`src/rtl/alu_ctrl_pkg.sv`:
```
// Shared types and constants for the ALU command sequencer.
package alu_ctrl_pkg;

  localparam int unsigned BYTE_W    = 8;
  localparam int unsigned DATA_W    = 16;
  localparam int unsigned FUN_W     = 4;
  localparam int unsigned FRAME_LEN = 6;
  localparam int unsigned RESP_LEN  = 3;

  localparam logic [1:0] ARITH = 2'b00;
  localparam logic [1:0] LOGIC = 2'b01;
  localparam logic [1:0] CMP   = 2'b10;
  localparam logic [1:0] SHIFT = 2'b11;

  typedef enum logic [2:0] {
    IDLE,
    RX_PAYLOAD,
    ISSUE,
    WAIT,
    SEND
  } state_e;

  // Assembled command: payload bytes land LSB-first, FUN nibble on top.
  typedef struct packed {
    logic [FUN_W-1:0]  fun;
    logic [DATA_W-1:0] b;
    logic [DATA_W-1:0] a;
  } alu_cmd_t;

  // Response word: result low byte is sent first, status last.
  typedef struct packed {
    logic [BYTE_W-1:0] status;
    logic [DATA_W-1:0] result;
  } alu_resp_t;

endpackage

```
`src/rtl/alu_resp_serializer.sv`:
```
// Three-byte valid/ready response shifter; done_c flags the final transfer.
module alu_resp_serializer
  import alu_ctrl_pkg::*;
(
  input  logic              clk,
  input  logic              rst_n,
  input  logic              load,
  input  alu_resp_t         resp,
  input  logic              tx_ready,
  output logic [BYTE_W-1:0] tx_data,
  output logic              tx_valid,
  output logic              done_c
);

  logic [DATA_W-1:0] sh_q;
  logic [1:0]        rem_q;
  logic              xfer;

  assign xfer   = tx_valid && tx_ready;
  assign done_c = xfer && (rem_q == 2'd0);

  always_ff @(posedge clk or negedge rst_n) begin
    if (!rst_n) begin
      tx_data  <= '0;
      tx_valid <= 1'b0;
      sh_q     <= '0;
      rem_q    <= '0;
    end else if (load) begin
      tx_data  <= resp.result[7:0];
      sh_q     <= {resp.status, resp.result[15:8]};
      rem_q    <= 2'(RESP_LEN - 1);
      tx_valid <= 1'b1;
    end else if (xfer) begin
      if (rem_q == 2'd0) begin
        tx_valid <= 1'b0;
      end else begin
        tx_data <= sh_q[7:0];
        sh_q    <= {8'h00, sh_q[15:8]};
        rem_q   <= rem_q - 2'd1;
      end
    end
  end

endmodule

```
`src/rtl/alu_cmd_ctrl.sv`:
```
// Byte-stream command sequencer: assembles a 6-byte frame, drives the ALU,
// waits for the selected unit flag and returns a 3-byte response.
module alu_cmd_ctrl
  import alu_ctrl_pkg::*;
#(
  parameter logic [7:0]  SYNC_BYTE = 8'hCC,
  parameter int unsigned TIMEOUT   = 8,
  parameter logic [7:0]  ERR_BYTE  = 8'hEE
) (
  input  logic              clk,
  input  logic              RST,
  input  logic [BYTE_W-1:0] rx_data,
  input  logic              rx_valid,
  output logic [DATA_W-1:0] alu_a,
  output logic [DATA_W-1:0] alu_b,
  output logic [FUN_W-1:0]  alu_fun,
  input  logic [DATA_W-1:0] arith_out,
  input  logic [DATA_W-1:0] logic_out,
  input  logic [DATA_W-1:0] cmp_out,
  input  logic [DATA_W-1:0] shift_out,
  input  logic              carry_in,
  input  logic              arith_flag,
  input  logic              logic_flag,
  input  logic              cmp_flag,
  input  logic              shift_flag,
  output logic [BYTE_W-1:0] tx_data,
  output logic              tx_valid,
  input  logic              tx_ready,
  output logic              busy
);

  localparam logic [2:0] LAST_IDX = 3'(FRAME_LEN - 2);
  localparam logic [7:0] TMO_LAST = 8'(TIMEOUT - 1);

  state_e           state_q, state_d;
  logic [2:0]       cnt_q;
  logic [7:0]       tmo_q;
  logic [31:0]      ab_sh_q;
  logic [FUN_W-1:0] fun_sh_q;
  alu_cmd_t         cmd;

  logic              exp_flag;
  logic [DATA_W-1:0] unit_res;
  logic              unit_cy;
  logic              load_c;
  alu_resp_t         resp_d;
  logic              ser_done_c;

  assign cmd = alu_cmd_t'({fun_sh_q, ab_sh_q});

  // Only the unit addressed by the issued function code is observed.
  always_comb begin
    exp_flag = 1'b0;
    unit_res = '0;
    unit_cy  = 1'b0;
    unique case (alu_fun[3:2])
      ARITH: begin exp_flag = arith_flag; unit_res = arith_out; unit_cy = carry_in; end
      LOGIC: begin exp_flag = logic_flag; unit_res = logic_out; end
      CMP:   begin exp_flag = cmp_flag;   unit_res = cmp_out;   end
      SHIFT: begin exp_flag = shift_flag; unit_res = shift_out; end
    endcase
  end

  always_comb begin
    state_d = state_q;
    load_c  = 1'b0;
    resp_d  = '0;
    case (state_q)
      IDLE:       if (rx_valid && rx_data == SYNC_BYTE) state_d = RX_PAYLOAD;
      RX_PAYLOAD: if (rx_valid && cnt_q == LAST_IDX) state_d = ISSUE;
      ISSUE:      state_d = WAIT;
      WAIT: begin
        if (exp_flag) begin
          state_d       = SEND;
          load_c        = 1'b1;
          resp_d.result = unit_res;
          resp_d.status = {unit_cy, 5'b0, alu_fun[3:2]};
        end else if (tmo_q == TMO_LAST) begin
          state_d       = SEND;
          load_c        = 1'b1;
          resp_d.status = ERR_BYTE;
        end
      end
      SEND:       if (ser_done_c) state_d = IDLE;
      default:    state_d = IDLE;
    endcase
  end

  always_ff @(posedge clk or negedge RST) begin
    if (!RST) begin
      state_q  <= IDLE;
      cnt_q    <= '0;
      tmo_q    <= '0;
      ab_sh_q  <= '0;
      fun_sh_q <= '0;
      alu_a    <= '0;
      alu_b    <= '0;
      alu_fun  <= '0;
      busy     <= 1'b0;
    end else begin
      state_q <= state_d;
      case (state_q)
        IDLE: cnt_q <= '0;
        RX_PAYLOAD: begin
          if (rx_valid) begin
            busy  <= 1'b1;
            cnt_q <= cnt_q + 3'd1;
            if (cnt_q == LAST_IDX) fun_sh_q <= rx_data[3:0];
            else                   ab_sh_q  <= {rx_data, ab_sh_q[31:8]};
          end
        end
        ISSUE: begin
          alu_a   <= cmd.a;
          alu_b   <= cmd.b;
          alu_fun <= cmd.fun;
          tmo_q   <= '0;
        end
        WAIT: if (!exp_flag) tmo_q <= tmo_q + 8'd1;
        SEND: if (ser_done_c) busy <= 1'b0;
        default: ;
      endcase
    end
  end

  alu_resp_serializer u_ser (
    .clk      (clk),
    .rst_n    (RST),
    .load     (load_c),
    .resp     (resp_d),
    .tx_ready (tx_ready),
    .tx_data  (tx_data),
    .tx_valid (tx_valid),
    .done_c   (ser_done_c)
  );

endmodule

```
`config.mk`:
```
export PLATFORM = sky130hd
export DESIGN_NAME = alu_cmd_ctrl
export DESIGN_NICKNAME = d
export VERILOG_FILES = /design/src/rtl/alu_ctrl_pkg.sv /design/src/rtl/alu_resp_serializer.sv /design/src/rtl/alu_cmd_ctrl.sv
export SDC_FILE = /design/constraint.sdc
export NUM_CORES = 1
export LEC_CHECK = 0
export ABC_AREA = 1
export CAP_MARGIN = 10
export CORE_MARGIN = 2
export CORE_UTILIZATION = 30
export DETAILED_ROUTE_END_ITERATION = 10
export SETUP_SLACK_MARGIN = 0.5
export SKIP_CTS_REPAIR_TIMING = 1
export SKIP_LAST_GASP = 1
export SLEW_MARGIN = 20
export SYNTH_ARGS = -nofsm -noshare
export SYNTH_HDL_FRONTEND = slang
export SYNTH_SLANG_ARGS = --single-unit
```
`constraint.sdc`:
```
create_clock -name clk -period 2 [get_ports clk]
set_clock_uncertainty 0.05 [all_clocks]
set_input_delay 0.4 -clock clk [delete_from_list [all_inputs] [get_ports clk]]
set_output_delay 0.4 -clock clk [all_outputs]
set_load 0.03 [all_outputs]
```
Word level (Yosys, flattened, before mapping)
Cells that the tools add are included.

Register bits after elaboration: 114. Memory bits (read-only): 0. Output and inout bits: 46. Bits in latches: 0. RAM bits: 0. Memories: 0.

Muxes and demuxes: 35. Reduce and logical (&&, ||, !) cells: 20. $lt $le $gt $ge: 0. Bitwise logic cells: 1. Equality and inequality tests: 17. Shift-type cells: 0. Multipliers: 0. $add $sub $neg: 3. Divide/modulo/power cells: 0.

Operators by type and width (number): $mux 16 (4); $pmux 16 s4 (1); $mux 8 (6); $mux 24 (1); $mux 3 (6); $pmux 8 s2 (1); $pmux 3 s5 (1); $ne 2x2->1 const B (6); $reduce_bool 2->1 (5); $mux 1 (9); $reduce_and 3->1 (3); $add 8x1->8 const B (1); $eq 8x3->1 const B (1); $eq 8x8->1 const B (1); $reduce_and 2->1 (4); $eq 3x2->1 const B (2); $eq 3x3->1 const B (2); $mux 2 (3); $pmux 3 s2 (1); $eq 2x2->1 const B (2); $logic_and 1x1->1 (4); $logic_not 2->1 (2); $pmux 1 s4 (1); $reduce_and 4->1 (1); 8 further kinds (8).

Depth between registers and ports, before layout
Gate-level depths: netlist of the first run.

Depth after elaboration: 6. Gate-level depth with buffers: 12.

Cells and area by module
From an unflattened synthesis of the first run, not the netlist that was laid out.

Cell total of the unflattened synthesis: 658. Area, all modules: 5415.2 µm².

Modules (own cells, without submodules): alu_cmd_ctrl (cells an instance 479, area an instance 4058.9 µm², instances 1); alu_resp_serializer (cells an instance 179, area an instance 1356.3 µm², instances 1).

Least setup slack after synthesis of the first run
OpenSTA, ideal clock, no wires.

Kind: register to register. From: reg alu_fun[3]. To: reg u_ser.tx_data[6]. Required time: 1.837 ns. Path slack: 0.210 ns. Arrival time: 1.627 ns. Stages on the path, launching flop included: 12. Path through: dfrtp_1 buf_6 nor2_4 inv_2 or2_1 nand2_4 nand2_2 nand2_4 buf_6 nand3b_1 nand2_1 inv_1.

Word-level cells in the longest chain between the ends: 6. Elaborated cells between the ends (all ways): 14.

Ends and longest elaborated chain: start: declaration (line alu_cmd_ctrl.sv:16) `output logic [FUN_W-1:0] alu_fun,`; start signal: assignment (line alu_cmd_ctrl.sv:115) `alu_fun <= cmd.fun;`; $eq 2x2->1, or another cell as far along (line alu_cmd_ctrl.sv:56) `unique case (alu_fun[3:2])`; $pmux 1 s4 (line alu_cmd_ctrl.sv:56); $mux 1 (line alu_cmd_ctrl.sv:73) `if (exp_flag) begin`; $mux 1 (line alu_cmd_ctrl.sv:68) `case (state_q)`; $ne 2x2->1 (no line) / $reduce_bool 2->1 (equally long branches); $reduce_and 2->1 (no line); end signal: assignment (line alu_resp_serializer.sv:29) `tx_data <= resp.result[7:0];`; end signal: assignment (line alu_resp_serializer.sv:37) `tx_data <= sh_q[7:0];`; end: declaration (line alu_resp_serializer.sv:10) `output logic [BYTE_W-1:0] tx_data,`.

Parallel ways exist; a longest one is shown, timed or not. A chain may end at the register's enable or synchronous reset.

Final worst setup path of the first run
From: reg alu_fun[2]. To: reg u_ser.tx_data[2].

The elaborated chain is that of the path after synthesis.

==> impl_metrics.yaml, run 1 <==
run_status:
  outcome: "completed"
finish:
  areaGrowthSynthToFinish_pct: 55.8
  layout-drive-gt1-share_pct: 26.9
  final_core_utilization_pct: 47.9
  fin_nets: 893
  antenna_cells: 0
  final_common_cell: "nand2_1"
  layout_common_cells: "nand2_1 (199), dfrtp_1 (108), clkdlybuf4s50_1 (79)"
drt:
  routed_wl_um: 15100
  wl_per_cell_um: 14.6
  drt_iter0_drc: 224
  drt_pre_antenna_iters: 4
  wl_met1_um: 7390
  via_per_inst: 4.58
  postRouteAntennaNets: 0
  highest_layer: "met4"
  dr_total_vias: 4733
  routed-wl-met2_um: 6840
  wl_met3_um: 700
  drcViolationCount: 0
critical_path:
  cp.depth: 10
  endpoint: "u_ser.tx_data[2]"
  start_kind: "flip-flop"
  critical_path_buf_inv_count: 3
  worst-setup-path-type: "reg -> reg"
  reg2reg_from: "alu_fun[2]"
  crit_chain: "nor2_4, inv_2, or2_4, nand2_8, nand2_8, nand2_8, clkbuf_16, nand3b_1, nand2_1, inv_1"
  worst-r2r-setup-slack_ns: 0.26
  r2r_end: "u_ser.tx_data[2]"
  reg2regPathDepth: 10
  crit_family: "simple AND/OR/NAND/NOR gates"
  end_kind: "flip-flop"
  critPathArrivalTime_ns: 1.95
  critPathMaxFanout: 7
  cp-startpoint: "alu_fun[2]"
  cp_common_cell: "nand2_8"
  cp_slowest_cell: "dfrtp_2"
  cpPeakStageDelay_ns: 0.49
  crit_required_ns: 2.21
synth:
  avgSynthCellArea_um2: 8.04
  synth_cells: 636
  synth_warnings: 0
  synth_seq_cells: 110
  ys_types: 27
  synth_nets: 721
  seq_area_frac_synth_pct: 53.8
  syn_area_um2: 5110
timing:
  period_needed_ns: 1.74
  period_share_pct: 87.0
  worst_pin_slew_ns: 0.528
  rsz0062_at_grt: "yes"
  clock.fmax_mhz: 575
  hold_viol: 0
  setup_viol: 0
  slew_viol_final: 0
  max_slew_margin_pct: 64.8
hold_path:
  worstHoldPathType: "reg -> reg"
pwr:
  p_leak_uw: 0.00406
  p_per_area_nw_per_um2: 536
  power_uw: 4270
  ir_drop_mv: 0.402
placement:
  hpwl_um: 9490
  port-buffer-count: 126
  place_congestion: 0.814
die:
  dieArea_um2: 18100
  start_util_pct: 30.7
  rows: 47
  die_h_um: 135
  core_area_um2: 16600
  fp.dieW_um: 135
  ios: 127
grt:
  grt_pass1_wl_um: 21200
  antenna_found_initial: 0
  grt_max_degree: 65
  overflow: 0
  grtUsageTotal_pct: 14.8
  grt_pass1_vias: 4095
clock_tree:
  h-tree-depth: 3
  clkTransAtPathRegs_ns: 0.08
  cts_buffer_depth: 2
  cts.sink_count: 110
  cts_root_buffer: "clkbuf_16"
  cts_made_buffers: 9
  tritoncts: "done"
  clkLatencyLatePin_ns: 0.36
run:
  drv_cap: 0
==> worst min-delay path by stage <==
stage                  start          end  depth (start not counted)
CTS                      RST  ab_sh_q[28]                          1
floorplan                RST   ab_sh_q[0]                          0
finish              alu_a[5]     alu_a[5]                          2
global route        alu_a[3]     alu_a[3]                          2
global placement         RST  ab_sh_q[20]                          1
detailed placement       RST    alu_b[12]                          1
==> routing by layer <==
| metal | up-vias | global-route usage (%) |
|---|---|---|
| met5 | - | 0 |
| met4 | 0 | 4.39 |
| met3 | 13 | 3.08 |
| met2 | 108 | 21.8 |
| met1 | 2240 | 21.8 |
| li1 | 2372 | - |
==> flip-flops by register name, indices dropped and copies added, names as in the netlist <==
| signal | cells |
|---|---|
| ab_sh_q | 32 |
| alu_a | 16 |
| alu_b | 16 |
| u_ser.sh_q | 12 |
| tmo_q | 8 |
| u_ser.tx_data | 8 |
| alu_fun | 4 |
| fun_sh_q | 4 |
| cnt_q | 3 |
| state_q | 3 |
| u_ser.rem_q | 2 |
| busy | 1 |
| u_ser.tx_valid | 1 |
==> synth_stat cells <==
| library cell | number | share of area, % |
|---|---|---|
| a21oi_1 | 8 | 0.78 |
| a31o_2 | 1 | 0.17 |
| a31oi_1 | 3 | 0.37 |
| buf_2 | 6 | 0.59 |
| buf_4 | 1 | 0.15 |
| buf_6 | 3 | 0.66 |
| clkbuf_1 | 14 | 1.0 |
| dfrtp_1 | 110 | 54 |
| ha_1 | 4 | 0.98 |
| inv_1 | 62 | 4.6 |
| inv_2 | 2 | 0.15 |
| nand2_1 | 256 | 19 |
| nand2_2 | 5 | 0.61 |
| nand2_4 | 2 | 0.44 |
| nand3_1 | 22 | 2.2 |
| nand3b_1 | 9 | 1.3 |
| nand4_1 | 16 | 2.0 |
| nor2_1 | 16 | 1.2 |
| nor2_2 | 2 | 0.24 |
| nor2_4 | 2 | 0.44 |
| nor3_1 | 5 | 0.49 |
| o21ai_0 | 73 | 7.1 |
| o21bai_1 | 2 | 0.29 |
| o32a_1 | 1 | 0.20 |
| or2_1 | 1 | 0.12 |
| or2_2 | 7 | 0.86 |
| xor2_1 | 3 | 0.51 |
==> metrics by stage <==
| stage | hold slack [ns] | TNS, ns | area (um2) | setup WS (ns) | std cells |
|---|---|---|---|---|---|
| after CTS | -0.0233 | -0.0991 | 7060 | -0.0783 | 996 |
| final | 0.419 | 0 | 7970 | 0.260 | 1033 |
| after global placement | 0.358 | 0 | 6770 | 0.0369 | 980 |
| after global routing | 0.454 | 0 | 7970 | 0.191 | 1033 |
| after floorplan | 0.0544 | 0 | 5140 | 0.256 | 636 |
| after detailed placement | 0.365 | 0 | 6770 | 0.00357 | 980 |
==> power breakdown <==
group / switching [uW] / internal (uW)
combinational: 97.4 / 167
clock: 881 / 901
sequential: 0 / 2220
==> worst register-to-register path, stage by stage, from the launching register on <==
cell and delay, ns:
dfrtp_2 0.49, nor2_4 0.12, inv_2 0.06, or2_4 0.25, nand2_8 0.10, nand2_8 0.08, nand2_8 0.13, clkbuf_16 0.18
nand3b_1 0.09, nand2_1 0.07, inv_1 0.04
==> cell type report <==
cell class / count / area (um2)
Sequential cell: 110 / 2760
Clock buffer: 10 / 239
Fill cell: 1597 / 8680
Clock inverter: 6 / 51.3
Timing Repair Buffer: 182 / 1880
Multi-Input combinational cell: 440 / 2500
Tap cell: 220 / 275
Inverter: 64 / 258
Timing Repair inverter: 1 / 7.51
==> cell families after synthesis <==
kind of cell / after synthesis / synth area share, %
buffers and inverters: 88 / 7.12
and+or+nand+nor: 343 / 28.6
xor gates and xnor gates: 3 / 0.514
AOI/OAI and AO/OA: 88 / 8.96
adders and majority gates: 4 / 0.979
DFF: 110 / 53.8
No activity file was read; power rests on OpenSTA's default activity.
==> run 2, diff against run 1 <==
Settings changed: PLACE_DENSITY from default to 0.63.
==> run 2 against run 1 <==
Global-route usage shrank 0.13 points. Die area stayed put. Flip-flop and latch count is the same. Non-clock buffer count is 6 higher. Final cell count increased by 0.48%. Power grew 0.29%. Combinational power increased by 2%. Register-to-register slack about the same. Sequential share of layout area down 0.63 points. Final area increased by 1.9%. Hold slack better by 0.00082 ns. Critical path type is now reg -> out. Highest routed layer unchanged.
==> impl_metrics.yaml, run 2 (same netlist as run 1, synthesis figures left out) <==
run_status:
  outcome: "completed"
timing:
  hold_viol: 0
  holdWs_ns: 0.420
  period_share_pct: 88.0
  max_slew_margin_pct: 66.0
  clock.fmax_mhz: 568
  rsz0062_at_grt: "yes"
  slew_viol_final: 0
  worst_pin_slew_ns: 0.511
  setup_viol: 0
  tns_ns: 0
  period_needed_ns: 1.76
clock_tree:
  tritoncts: "done"
  h-tree-depth: 3
  cts.sink_count: 110
  cts_made_buffers: 9
  clkLatencyLatePin_ns: 0.35
  cts_root_buffer: "clkbuf_16"
  cts_buffer_depth: 2
  clkTransAtPathRegs_ns: 0.08
critical_path:
  cp_slowest_cell: "dfrtp_2"
  critPathArrivalTime_ns: 1.31
  crit_family: "flip-flops"
  worst-setup-path-type: "reg -> out"
  end_kind: "output pin"
  critical_path_buf_inv_count: 2
  crit_chain: "buf_4, dlymetal6s2s_1"
  cpPeakStageDelay_ns: 0.49
  critPathMaxFanout: 7
  crit_required_ns: 1.55
  start_kind: "flip-flop"
placement:
  hpwl_um: 9590
  place_congestion: 0.790
  port-buffer-count: 126
grt:
  antenna_found_initial: 0
  grtUsageTotal_pct: 14.6
  grt_max_degree: 65
  overflow: 0
  grt_pass1_wl_um: 21100
  grt_pass1_vias: 4181
finish:
  layout_common_cells: "nand2_1 (214), dfrtp_1 (108), clkdlybuf4s50_1 (79)"
  layout-drive-gt1-share_pct: 24.2
  largest_register: "ab_sh_q"
  reg_top3: "ab_sh_q: 32 flops, alu_a: 16 flops, alu_b: 16 flops"
  antenna_cells: 0
  final_common_cell: "nand2_1"
  fin_nets: 898
  areaGrowthSynthToFinish_pct: 58.7
  largest_register_ffs: 32
  final_core_utilization_pct: 48.8
die:
  dieArea_um2: 18100
  rows: 47
  ios: 127
  die_h_um: 135
  start_util_pct: 30.7
  core_area_um2: 16600
  fp.dieW_um: 135
drt:
  wl_per_cell_um: 15.0
  dr_total_vias: 4868
  routed_wl_um: 15500
  drt_pre_antenna_iters: 6
  postRouteAntennaNets: 0
  drcViolationCount: 0
  drt_iter0_drc: 243
  via_per_inst: 4.69
pwr:
  ir_drop_mv: 0.402
  power_uw: 4280
  p_leak_uw: 0.00432
  p_per_area_nw_per_um2: 527
run:
  drv_cap: 0
hold_path:
  worstHoldPathType: "reg -> reg"
-- run 2: final cells by class --
| type | instances | area [um2] |
|---|---|---|
| fillers | 1538 | 8530 |
| flip-flops and latches | 110 | 2760 |
| multi-input cells | 440 | 2480 |
| repair buffers | 188 | 2040 |
| well taps | 220 | 275 |
| inverters | 64 | 256 |
| clock buffers | 9 | 225 |
| clock inverters | 7 | 76.3 |
-- run 2: where the power goes --
group / internal, uW / total [uW] / switching (uW)
clock network: 885 / 1790 / 905
registers: 2220 / 2220 / 0
logic: 168 / 268 / 100
total: 3270 / 4280 / 1010
-- run 2: worst reg2reg max path: cells and delay by family, from the launching register on --
kind,cells,cell delay (ns)
flops,1,0.49
simple gates,7,0.84
buf+inv,3,0.26
-- run 2: path summary, 6_finish.rpt --
path	end	cells after the start	slack (ns)	startpoint
min in group asynchronous	ab_sh_q[29]	2	0.51	RST
setup / recovery	alu_fun[3]	2	0.24	alu_fun[3]
hold / removal	alu_a[5]	2	0.42	alu_a[5]
hold reg to reg	alu_a[5]	2	0.42	alu_a[5]
setup reg to reg	u_ser.tx_data[6]	10	0.27	alu_fun[2]
max in group asynchronous	u_ser.sh_q[9]	3	0.85	RST
-- run 2: per-layer routing --
layer  up-vias  share of wire [%]  GRT usage (%)
li1       2384                  -              -
met1      2347                 47           20.2
met2       127                 47           22.9
met3        10                5.2           2.93
met4         0                1.2           5.26
met5         -                  0              0
-- run 2: per-stage QoR --
step,instances,cell area (um2),setup WS [ns]
CTS,996,7090,-0.0709
finish,1038,8120,0.239
floorplan,636,5140,0.256
global route,1038,8120,0.185
detailed placement,980,6790,0.00347
global placement,980,6790,0.0188
==> run 3, diff against run 2 <==
Settings changed: CORE_ASPECT_RATIO from default to 0.9.
==> run 3 against run 2 <==
Die area about the same. Final cell count decreased by 0.96%. Final area shrank 2.2%. Non-clock buffer count down 2. Flip-flop and latch count unchanged. Via count down 2.8%. Sequential power hardly changed. First-iteration DRC count is 13% lower. Sequential share of layout area grew 0.78 points. Hold slack worse by 0.10 ns. Critical endpoint is now u_ser.tx_data[7]. Largest power group unchanged.
==> impl_metrics.yaml, run 3 (same netlist as run 1, synthesis figures left out) <==
critical_path:
  worst-setup-path-type: "reg -> reg"
  crit_family: "simple AND/OR/NAND/NOR gates"
  endpoint: "u_ser.tx_data[7]"
  start_kind: "flip-flop"
  reg2reg_from: "alu_fun[2]"
  cp_slowest_cell: "dfrtp_2"
  crit_chain: "nor2_4, inv_2, or2_4, nand2_8, nand2_8, nand2_8, clkbuf_16, nand3b_1, nand2_1, inv_1"
  cpPeakStageDelay_ns: 0.49
  critPathMaxFanout: 6
  end_kind: "flip-flop"
  critPathArrivalTime_ns: 1.95
  cp-startpoint: "alu_fun[2]"
  reg2regPathDepth: 10
  r2r_end: "u_ser.tx_data[7]"
  worst-r2r-setup-slack_ns: 0.26
  cp_common_cell: "nand2_8"
  critical_path_buf_inv_count: 3
  cp.depth: 10
  crit_required_ns: 2.21
clock_tree:
  clkTransAtPathRegs_ns: 0.08
  cts_buffer_depth: 2
  tritoncts: "done"
  cts_root_buffer: "clkbuf_16"
  h-tree-depth: 3
  cts_made_buffers: 9
  cts.sink_count: 110
  clkLatencyLatePin_ns: 0.36
finish:
  fillers: 1625
  multi_input_area_um2: 2410
  fin_nets: 897
  finalInstanceArea_um2: 7930
  final_common_cell: "nand2_1"
  layout_common_cells: "nand2_1 (226), dfrtp_1 (108), clkdlybuf4s50_1 (78)"
  antenna_cells: 0
  reg_top3: "ab_sh_q: 32 flops, alu_a: 16 flops, alu_b: 16 flops"
  largest_register: "ab_sh_q"
  areaGrowthSynthToFinish_pct: 55.2
  register_area_um2: 2760
  final_core_utilization_pct: 47.3
  largest_register_ffs: 32
  layout-drive-gt1-share_pct: 23.9
timing:
  worst_slack_ns: 0.260
  hold_viol: 0
  period_share_pct: 87.0
  max_slew_margin_pct: 76.3
  worst_pin_slew_ns: 0.353
  setup_viol: 0
  clock.fmax_mhz: 575
  period_needed_ns: 1.74
  slew_viol_final: 0
  tns_ns: 0
  rsz0062_at_grt: "yes"
placement:
  place_ws_ns: -0.0245
  hpwl_um: 9100
  placed_area_um2: 6740
  port-buffer-count: 126
  place_congestion: 0.838
run_status:
  outcome: "completed"
drt:
  drcViolationCount: 0
  dr_total_vias: 4732
  drt_iter0_drc: 212
  via_per_inst: 4.60
  routed_wl_um: 15300
  drt_pre_antenna_iters: 4
  postRouteAntennaNets: 0
  wl_per_cell_um: 14.9
grt:
  antenna_found_initial: 0
  met2_usage_pct: 22.0
  overflow: 0
  grt_use_met1_pct: 22.0
  grt_pass1_wl_um: 21600
  grt_pass1_vias: 4363
  grtUsageTotal_pct: 15.0
  grt-busiest-layer: "met1"
  grt_util_met3_pct: 2.88
  grt_max_degree: 65
pwr:
  p_sw_share_pct: 22.7
  clockPowerShare_pct: 43.3
  internal-power_uw: 3390
  p_per_area_nw_per_um2: 552
  p_leak_uw: 0.00405
  pwr-share-comb_pct: 6.0
  power.switching_uw: 995
  p_seq_share_pct: 50.7
  ir_drop_mv: 0.409
run:
  drv_cap: 0
die:
  core_area_um2: 16800
  ios: 127
  start_util_pct: 30.5
  dieArea_um2: 18100
  rows: 45
  die_h_um: 128
  fp.dieW_um: 142
hold_path:
  worstHoldPathType: "in -> async"
[run 3: metal layers]
layer	routed length [um]	part of all wire [%]
met3	598	3.9
met5	0	0
met2	6690	44
met1	7800	51
met4	195	1.3
[run 3: per-stage QoR]
step | hold slack, ns | cells | power, uW
3_3_place_gp | 0.156 | 967 | 2510
4_1_cts | -0.236 | 983 | 4420
6_report | 0.317 | 1028 | 4380
3_5_place_dp | 0.158 | 967 | 2520
2_1_floorplan | 0.0544 | 636 | 2290
5_1_grt | 0.323 | 1028 | 4550
[run 3: worst min path at each step]
| stage | to | slack, ns | depth (start not counted) |
|---|---|---|---|
| 2_1_floorplan | ab_sh_q[0] | 0.05 | 0 |
| 3_3_place_gp | alu_b[12] | 0.16 | 1 |
| 3_5_place_dp | alu_b[12] | 0.16 | 1 |
| 4_1_cts | alu_b[12] | -0.24 | 1 |
| 5_1_grt | alu_b[12] | 0.32 | 2 |
| 6_report | alu_b[12] | 0.32 | 2 |
[run 3: area by class of cell]
type	instances	area share [%]
sequential	110	34.7
clock buffer	9	2.84
tap	211	3.33
inverter	64	3.36
multi-input combinational	440	30.4
clock inverter	7	1.14
timing repair buffer	186	24.1
timing repair inverter	1	0.0631
[run 3: power groups by stage]
stage / Clock, uW / Combinational, uW / Sequential, uW
5_1_grt: 2040 / 286 / 2220
2_1_floorplan: 0 / 27.0 / 2270
4_1_cts: 1950 / 251 / 2220
3_3_place_gp: 0 / 248 / 2270
6_report: 1900 / 261 / 2220
3_5_place_dp: 0 / 249 / 2270
[run 3: worst register-to-register path: stages, from the launching register on]
cell	delay, ns
dfrtp_2	0.49
nor2_4	0.13
inv_2	0.06
or2_4	0.27
nand2_8	0.10
nand2_8	0.08
nand2_8	0.11
clkbuf_16	0.17
nand3b_1	0.07
nand2_1	0.07
inv_1	0.04
